### src/rtl/hex_pkg.sv
// Shared ASCII-hex helpers: character constants, receive FSM states and
// the byte-to-nibble decoder used by both the hex receiver and printers.
package hex_pkg;

    localparam logic [7:0] CHAR_LF = 8'h0A;
    localparam logic [7:0] CHAR_CR = 8'h0D;
    localparam logic [7:0] CHAR_SP = 8'h20;

    typedef enum logic [1:0] {
        S_IDLE    = 2'd0,
        S_ACCUM   = 2'd1,
        S_DISCARD = 2'd2
    } state_t;

    // Returns {is_hex, nibble}; nibble is zero for non-hex bytes.
    function automatic logic [4:0] hex_nibble(input logic [7:0] c);
        logic [7:0] t;
        logic [4:0] r;
        r = '0;
        t = '0;
        unique case (1'b1)
            (c >= 8'h30 && c <= 8'h39): begin
                t = c - 8'h30;
                r = {1'b1, t[3:0]};
            end
            (c >= 8'h61 && c <= 8'h66): begin
                t = c - 8'h57;
                r = {1'b1, t[3:0]};
            end
            (c >= 8'h41 && c <= 8'h46): begin
                t = c - 8'h37;
                r = {1'b1, t[3:0]};
            end
            default: r = '0;
        endcase
        return r;
    endfunction

endpackage

### src/rtl/hex_char_class.sv
// Combinational byte classifier: hex digit, word terminator, or neither.
module hex_char_class
    import hex_pkg::*;
(
    input  logic [7:0] ch,
    output logic       is_hex,
    output logic       is_term,
    output logic [3:0] nibble
);

    logic [4:0] dec;

    always_comb begin
        dec     = hex_nibble(ch);
        is_hex  = dec[4];
        nibble  = dec[3:0];
        is_term = (ch == CHAR_LF) || (ch == CHAR_CR) || (ch == CHAR_SP);
    end

endmodule

### src/rtl/hex_word_rx.sv
// ASCII-hex word receiver: assembles hex digits from the UART byte stream
// into a WIDTH-bit word and offers it on a valid/ready port at a terminator.
module hex_word_rx
    import hex_pkg::*;
#(
    parameter int WIDTH   = 32,
    parameter int TIMEOUT = 0
) (
    input  logic             clk,
    input  logic             reset_n,
    input  logic [7:0]       rxd,
    input  logic             rxd_strobe,
    output logic [WIDTH-1:0] word,
    output logic             word_valid,
    input  logic             word_ready,
    output logic             err_char,
    output logic             err_overrun
);

    localparam int NDIG = WIDTH / 4;
    localparam int DW   = $clog2(NDIG + 1);
    localparam int TW   = (TIMEOUT > 1) ? $clog2(TIMEOUT) : 1;
    localparam logic [TW-1:0] TMAX = TW'((TIMEOUT > 0) ? TIMEOUT - 1 : 0);
    localparam logic [DW-1:0] DMAX = DW'(NDIG);

    state_t            state_q, state_d;
    logic [WIDTH-1:0]  acc_q, acc_d;
    logic [DW-1:0]     ndig_q, ndig_d;
    logic [TW-1:0]     timer_q, timer_d;
    logic [WIDTH-1:0]  word_q, word_d;
    logic              valid_q, valid_d;
    logic              err_char_q, err_char_d;
    logic              err_ovr_q, err_ovr_d;

    logic              is_hex;
    logic              is_term;
    logic [3:0]        nibble;

    hex_char_class u_class (
        .ch      (rxd),
        .is_hex  (is_hex),
        .is_term (is_term),
        .nibble  (nibble)
    );

    always_comb begin
        state_d    = state_q;
        acc_d      = acc_q;
        ndig_d     = ndig_q;
        timer_d    = timer_q;
        word_d     = word_q;
        valid_d    = valid_q;
        err_char_d = 1'b0;
        err_ovr_d  = 1'b0;

        if (valid_q && word_ready) begin
            valid_d = 1'b0;
        end

        if (rxd_strobe) begin
            timer_d = '0;
            unique case (state_q)
                S_IDLE: begin
                    if (is_hex) begin
                        acc_d   = WIDTH'(nibble);
                        ndig_d  = DW'(1);
                        state_d = S_ACCUM;
                    end else if (!is_term) begin
                        err_char_d = 1'b1;
                        state_d    = S_DISCARD;
                    end
                end
                S_ACCUM: begin
                    if (is_hex && ndig_q < DMAX) begin
                        acc_d  = (acc_q << 4) | WIDTH'(nibble);
                        ndig_d = ndig_q + DW'(1);
                    end else if (is_term) begin
                        // Emit succeeds if the slot is free or drains this cycle.
                        if (!valid_q || word_ready) begin
                            word_d  = acc_q;
                            valid_d = 1'b1;
                        end else begin
                            err_ovr_d = 1'b1;
                        end
                        ndig_d  = '0;
                        state_d = S_IDLE;
                    end else begin
                        err_char_d = 1'b1;
                        state_d    = S_DISCARD;
                    end
                end
                S_DISCARD: begin
                    if (is_term) begin
                        state_d = S_IDLE;
                    end
                end
                default: state_d = S_IDLE;
            endcase
        end else if (TIMEOUT > 0 && state_q != S_IDLE) begin
            if (timer_q == TMAX) begin
                state_d = S_IDLE;
                acc_d   = '0;
                ndig_d  = '0;
                timer_d = '0;
            end else begin
                timer_d = timer_q + TW'(1);
            end
        end
    end

    always_ff @(posedge clk or negedge reset_n) begin
        if (!reset_n) begin
            state_q    <= S_IDLE;
            acc_q      <= '0;
            ndig_q     <= '0;
            timer_q    <= '0;
            word_q     <= '0;
            valid_q    <= 1'b0;
            err_char_q <= 1'b0;
            err_ovr_q  <= 1'b0;
        end else begin
            state_q    <= state_d;
            acc_q      <= acc_d;
            ndig_q     <= ndig_d;
            timer_q    <= timer_d;
            word_q     <= word_d;
            valid_q    <= valid_d;
            err_char_q <= err_char_d;
            err_ovr_q  <= err_ovr_d;
        end
    end

    assign word        = word_q;
    assign word_valid  = valid_q;
    assign err_char    = err_char_q;
    assign err_overrun = err_ovr_q;

endmodule

### config.mk
export PLATFORM = sky130hd
export DESIGN_NAME = hex_word_rx
export DESIGN_NICKNAME = d
export VERILOG_FILES = /design/src/rtl/hex_pkg.sv /design/src/rtl/hex_char_class.sv /design/src/rtl/hex_word_rx.sv
export SDC_FILE = /design/constraint.sdc
export NUM_CORES = 1
export LEC_CHECK = 0
export CAP_MARGIN = 10
export CORE_MARGIN = 2
export CORE_UTILIZATION = 53
export DETAILED_ROUTE_END_ITERATION = 10
export GPL_TIMING_DRIVEN = 0
export PLACE_DENSITY = 0.79
export SYNTH_ARGS = -nofsm -noshare
export SYNTH_HDL_FRONTEND = slang
export SYNTH_SLANG_ARGS = --single-unit
### constraint.sdc
create_clock -name clk -period 1.8 [get_ports clk]
set_input_delay 0.36 -clock clk [delete_from_list [all_inputs] [get_ports clk]]
set_output_delay 0.36 -clock clk [all_outputs]
set_load 0.02 [all_outputs]
# --- Yosys cells after proc, flatten, opt, wreduce, memory -nomap -nowiden ---
# Index checks and enable logic that the tools add are counted.
totals:
  reg_bits: 73
  latch_bits: 0
  ramBits: 0
  romBits: 0
  inputBits: 12
  out_inout_bits: 35
  word_cells: 76
  memories: 0
op_classes:
  add_sub_neg: 4
  n_mul: 0
  div: 0
  n_lt_le_gt_ge: 7
  n_eq_ne: 11
  shifts: 0
  n_mux: 30
  bitwise: 2
  reduce_logical: 15
ops:
  columns: ["operator", "n"]
  rows:
  - ["2-to-1 mux 32 bit", 2]
  - ["one-hot mux 32 bit (2 select lines)", 1]
  - ["bitwise OR 32 x 4 -> 32 bit", 1]
  - ["equality test 8 x 4 -> 1 bit, second input constant", 2]
  - [">= comparator 8 x 7 -> 1 bit, second input constant", 2]
  - ["<= comparator 8 x 7 -> 1 bit, second input constant", 2]
  - ["2-to-1 mux 1 bit", 15]
  - ["one-hot mux 5 bit (3 select lines)", 1]
  - ["2-to-1 mux 4 bit", 3]
  - ["AND reduction 4 bit", 3]
  - ["2-to-1 mux 2 bit", 5]
  - ["equality test 8 x 6 -> 1 bit, second input constant", 1]
  - [">= comparator 8 x 6 -> 1 bit, second input constant", 1]
  - ["<= comparator 8 x 6 -> 1 bit, second input constant", 1]
  - ["one-hot mux 4 bit (2 select lines)", 1]
  - ["subtractor 4 x 3 -> 4 bit, second input constant", 2]
  - ["!= test 2 bit, second input constant", 3]
  - ["one-hot mux 2 bit (3 select lines)", 1]
  - ["logical AND 1 bit", 5]
  - ["AND reduction 5 bit", 1]
  - ["adder 4 x 1 -> 4 bit, second input constant", 1]
  - ["< comparator 4 bit, second input constant", 1]
  - ["subtractor 4 x 1 -> 4 bit, second input constant", 1]
  - ["logical OR 1 bit", 3]
  - ["10 further kinds", 10]

# --- Depth between registers and ports, before layout ---
# Gate-level depths: netlist of run 1.
depth:
  ltp_word: 7
  ltp_mapped: 8
  depth_no_buf: 7

# --- Cells and area by module ---
# A second synthesis of run 1 with hierarchy kept.
unflattened:
  hier_cells: 209
  hier_area_um2: 3185.6
by_module_without_submodules:
  columns: ["mod", "instances", "cells_per_inst", "area_each_um2"]
  rows:
  - ["hex_word_rx", 1, 181, 2952.8]
  - ["hex_char_class", 1, 28, 232.7]

# --- Worst setup path before layout of run 1 ---
# Ideal clock, no wire load.
synth_path:
  path_type: "input to register"
  startpoint: "input port rxd[1]"
  endpoint: "register acc_q[14]"
  arrival_time_ns: 1.842
  t_required_ns: 1.679
  path_slack_ns: -0.163
  cell_stages: 8
  cell_sequence: "inv_1 > ha_1 > o21bai_4 > a2111oi_4 > or2_4 > nand3_4 > buf_6 > a22o_1"
synth_between:
  elab_chain_cells: 6
  word_cells_on_any_way: 14
synth_lines:
  columns: ["element", "line", "text"]
  rows:
  - ["from (decl)", "hex_word_rx.sv:11", "input logic [7:0] rxd,"]
  - [">= comparator 8 x 7 -> 1 bit, or another cell as far along", "hex_pkg.sv:30", "(c >= 8'h41 && c <= 8'h46): begin"]
  - ["logical AND 1 bit, on equally long branches", "hex_pkg.sv:30, hex_pkg.sv:22, hex_pkg.sv:26", null]
  - ["one-hot mux 5 bit (3 select lines) *", "hex_pkg.sv:21", "unique case (1'b1)"]
  - ["logical AND 1 bit", "hex_word_rx.sv:74", "if (is_hex && ndig_q < DMAX) begin"]
  - ["!= test 2 bit (no source line)", null, null]
  - ["AND reduction 4 bit (no source line) *", null, null]
  - ["to (signal assigned)", "hex_word_rx.sv:114", "acc_q <= '0;"]
  - ["to (signal assigned)", "hex_word_rx.sv:123", "acc_q <= acc_d;"]
  - ["to (decl)", "hex_word_rx.sv:27", "logic [WIDTH-1:0] acc_q, acc_d;"]
# Every way passes the cells marked *; elsewhere a longest branch is shown, timed or not.
# A chain may end at the register's enable or synchronous reset.

# --- Final worst setup path of run 1 ---
layout_path:
  startpoint: "input port rxd[1]"
  endpoint: "register word_q[2], in the netlist word[2]"
layout_between:
  elab_chain_cells: 6
  word_cells_on_any_way: 18
layout_lines:
  columns: ["element", "line", "text"]
  rows:
  - [">= comparator 8 x 7 -> 1 bit, or another cell as far along", "hex_pkg.sv:30", null]
  - ["logical AND 1 bit, on equally long branches", "hex_pkg.sv:30, hex_pkg.sv:22, hex_pkg.sv:26", null]
  - ["one-hot mux 5 bit (3 select lines)", "hex_pkg.sv:21", null]
  - ["logical AND 1 bit", "hex_word_rx.sv:74", null]
  - ["inverter 1 bit (no source line)", null, null]
  - ["AND reduction 5 bit (no source line) *", null, null]
  - ["to (signal assigned)", "hex_word_rx.sv:126", "word_q <= word_d;"]
  - ["to (decl)", "hex_word_rx.sv:30", "logic [WIDTH-1:0] word_q, word_d;"]
# Marked as above.

==> results.yml, run 1 <==
outcome:
  outcome: "completed"
timing:
  worst_pin_slew_ps: 880
  fin_worst_hold_slack_ps: 132
  period_needed_ps: 1760
  max_clock_freq_ghz: 0.567
  skew_ps: 9.65
  number_of_failing_setup_endpoints_in_the_final_timing_report: 0
  finalCritPeriodShare_pct: 97.9
  maxSlewHeadroom_pct: 41.3
  hold_violations_final: 0
  slew_violations: 0
global_routing:
  global_route.overflow_total: 0
  grt.busiest_layer: "met2"
  globalRouteMet1Util_pct: 28.6
  gr-usage-met2_pct: 29.7
  grt_use_total_pct: 20.1
  number_of_global_route_vias_before_repair: 1986
  grt_antenna_before_repair: 0
  grt_max_degree: 74
  wire_length_of_the_first_global_routing_pass_mm: 9.62
  grt.met3_usage_pct: 4.86
logic_synthesis:
  synth.ff_latch_count: 73
  synthesized_netlist_net_count: 230
  number_of_unique_standard_cell_types_used_by_synthesis: 38
  syn-cell-area_mm2: 0.00303
  ys_dominant_reg_cell: "sky130_fd_sc_hd__dfrtp_1"
  post_synthesis_area_per_instance_um2: 14.2
  synth.yosys.seq_area_share_pct: 60.3
  post_synth_main_area_contributors: "sky130_fd_sc_hd__dfrtp_1 (60%), sky130_fd_sc_hd__mux2_2 (13%), sky130_fd_sc_hd__a22o_1 (8.4%)"
  synthesis.instances: 213
  synth_top_area_cell: "sky130_fd_sc_hd__dfrtp_1"
  synth_enable_flop_cells: 0
  ys_async_sr_fraction_pct: 100
  post-synth-top-count-cell: "sky130_fd_sc_hd__dfrtp_1"
  yosysWarnings: 0
  synth.top_cells.by_count: "sky130_fd_sc_hd__dfrtp_1 (73), sky130_fd_sc_hd__mux2_2 (34), sky130_fd_sc_hd__a22o_1 (29)"
  synth_largest_type_area_fraction_pct: 60.3
setup_path:
  critPathTopFamily: "buffers and inverters"
  r2r.worst_path.cells: 6
  cp-end-kind: "flop"
  setup.worst_path.start_class: "input pin"
  critical_path_buf_inv_count: 3
  cp.depth: 9
  path_class: "in -> reg"
  critical_path.max_fanout: 5
  path_cells: "buf_4, clkinvlp_4, ha_4, mux2i_2, o22ai_2, and2_4, nand3_4, bufbuf_16, mux2_2"
  critical_path_arrival_ps: 2000
  critical_path_required_ps: 2030
  critical-path-slowest-cell: "sky130_fd_sc_hd__mux2_2"
  crit_path_max_incr_delay_ps: 320
clocking:
  clock_tree_from_tritoncts: "done"
  cts_max_level: 3
  clk_latency_ps: 350
  cts.sinks: 73
  cts_buffers: 9
  ctsHoldBuffers: 0
  clockRootBuffer: "sky130_fd_sc_hd__clkbuf_8"
  clock_path_buffers: 2
  clkTransAtPathRegs_ps: 80
cells_and_area:
  drive_gt1_share_pct: 31.7
  final_core_util_pct: 72.8
  area_delta_synth_final_pct: 32.3
  final_nets: 299
  number_of_antenna_repair_diodes: 0
routing:
  drt-wirelength-per-cell_um: 16.0
  total_drc_errors_in_the_routed_layout: 0
  drt_wl_total_mm: 5.75
  antenna_violating_nets_post_route: 0
  initialDrtViolationCount: 111
  drtPass1Iterations: 4
  vias: 2001
  viasPerCell: 5.57
die:
  core_region_area_mm2: 0.00551
  pin_count: 47
  start_util_pct: 55.1
  num_rows: 27
  floorplan.die_area_mm2: 0.00634
  die_width_um: 79.6
  dieHeight_um: 79.6
power_and_ir_drop:
  post-layout-total-power_mw: 3.19
  power-per-cell-area_mw_per_mm2: 796
  max-vdd-ir-drop_mv: 0.484
  power_leakage_nw: 1.93
job:
  drv_cap: 0
min_path:
  worstHoldPathType: "in -> async"
placement:
  gp_weighted_congestion: 0.767
  post-dp-hpwl_mm: 3.67
  placement.io_buffers: 46
repair_timing:
action,in CTS,in global routing
resized for setup,27,5
pin swaps,4,2
cloned,1,0
buffers inserted,8,3
setup endpoints to repair,71,55
metal layers:
metal,vias to the layer above,wire (µm)
met3,12,229
li1,932,-
met4,0,107
met2,48,2710
met5,-,0
met1,1009,2710
cell usage in the layout, fill, tap and decap left out, types with 2 or more instances in the layout:
master and instances:
sky130_fd_sc_hd__a211oi_1 2, sky130_fd_sc_hd__a21oi_1 3, sky130_fd_sc_hd__a22o_1 29, sky130_fd_sc_hd__a31oi_1 2, sky130_fd_sc_hd__buf_12 2, sky130_fd_sc_hd__buf_2 3, sky130_fd_sc_hd__buf_4 11, sky130_fd_sc_hd__buf_6 3
sky130_fd_sc_hd__buf_8 3, sky130_fd_sc_hd__clkbuf_1 2, sky130_fd_sc_hd__clkbuf_8 10, sky130_fd_sc_hd__clkdlybuf4s50_1 37, sky130_fd_sc_hd__clkinvlp_4 2, sky130_fd_sc_hd__dfrtp_1 73, sky130_fd_sc_hd__dlygate4sd2_1 5, sky130_fd_sc_hd__ha_1 3
sky130_fd_sc_hd__ha_4 2, sky130_fd_sc_hd__inv_1 4, sky130_fd_sc_hd__mux2_2 34, sky130_fd_sc_hd__mux2i_1 2, sky130_fd_sc_hd__nand2_1 6, sky130_fd_sc_hd__nand2b_1 7, sky130_fd_sc_hd__nand3_4 2, sky130_fd_sc_hd__nor2_1 2
sky130_fd_sc_hd__o21ai_0 6
state kept, by name, indices dropped and copies added (netlist names):
signal and flops:
acc_q 32, err_char 1, err_overrun 1, ndig_q 4, state_q 2, word 32
word_valid 1
report_power, final:
part / switching [mW] / total (mW) / internal [mW]
clock network: 0.592 / 1.27 / 0.682
registers: 0.0395 / 1.72 / 1.68
logic: 0.108 / 0.199 / 0.0910
through the flow:
step	setup WS (ps)	instances	TNS, ps	area, µm²
3_3_place_gp	-2030	331	-203910	3620
5_1_grt	-9.93	359	-40.9	4010
2_1_floorplan	-41.3	213	-1100	3070
3_5_place_dp	-870	331	-58950	3620
6_report	37.5	359	0	4010
4_1_cts	25.1	356	0	3970
worst register-to-register path, stage by stage, from the launching register on:
cell,delay (ps)
sky130_fd_sc_hd__dfrtp_1,420
sky130_fd_sc_hd__nand2b_1,200
sky130_fd_sc_hd__nor2_2,210
sky130_fd_sc_hd__nand3_4,160
sky130_fd_sc_hd__buf_12,170
sky130_fd_sc_hd__buf_8,140
sky130_fd_sc_hd__mux2_2,270
final cells by class:
class | count | area (µm²)
buffer | 9 | 93.8
clock buffer | 12 | 145
clock inverter | 4 | 51.3
fill | 372 | 1500
inverter | 6 | 26.3
multi-input combinational | 125 | 1190
sequential | 73 | 1830
tap | 72 | 90.1
timing repair buffer | 58 | 587
cells by family after synthesis:
family | count (synthesis) | synth area share (%)
AO/OA/AOI/OAI | 53 | 14.9
adder cells (fa/ha/maj) | 5 | 2.06
buffers and inverters | 15 | 2.85
flip-flops | 73 | 60.3
multiplexers | 38 | 14.0
AND/OR/NAND/NOR | 29 | 5.98
worst paths after layout:
| check | startpoint | end | slack [ps] |
|---|---|---|---|
| max | rxd[1] | word[2]$_DFFE_PN0P_ | 40 |
| min | reset_n | word[26]$_DFFE_PN0P_ | 130 |
| max reg2reg | state_q[1]$_DFFE_PN0P_ | word[7]$_DFFE_PN0P_ | 120 |
| min reg2reg | word[24]$_DFFE_PN0P_ | word[24]$_DFFE_PN0P_ | 490 |
| max in group asynchronous | reset_n | word[4]$_DFFE_PN0P_ | 1100 |
| min in group clk | rxd[1] | acc_q[1]$_DFFE_PN0P_ | 440 |
No activity file was read; power rests on OpenSTA's default activity.
==> run 2: changes to the inputs <==
--- a/config.mk
+++ b/config.mk
@@ -5,6 +5,7 @@
 export SDC_FILE = /design/constraint.sdc
 export NUM_CORES = 1
 export LEC_CHECK = 0
+export ABC_CLOCK_PERIOD_IN_PS = 1800
 export CAP_MARGIN = 10
 export CORE_MARGIN = 2
 export CORE_UTILIZATION = 53
==> results of run 2 <==
Final layout, timing and power as in run 1 (identical DEF).
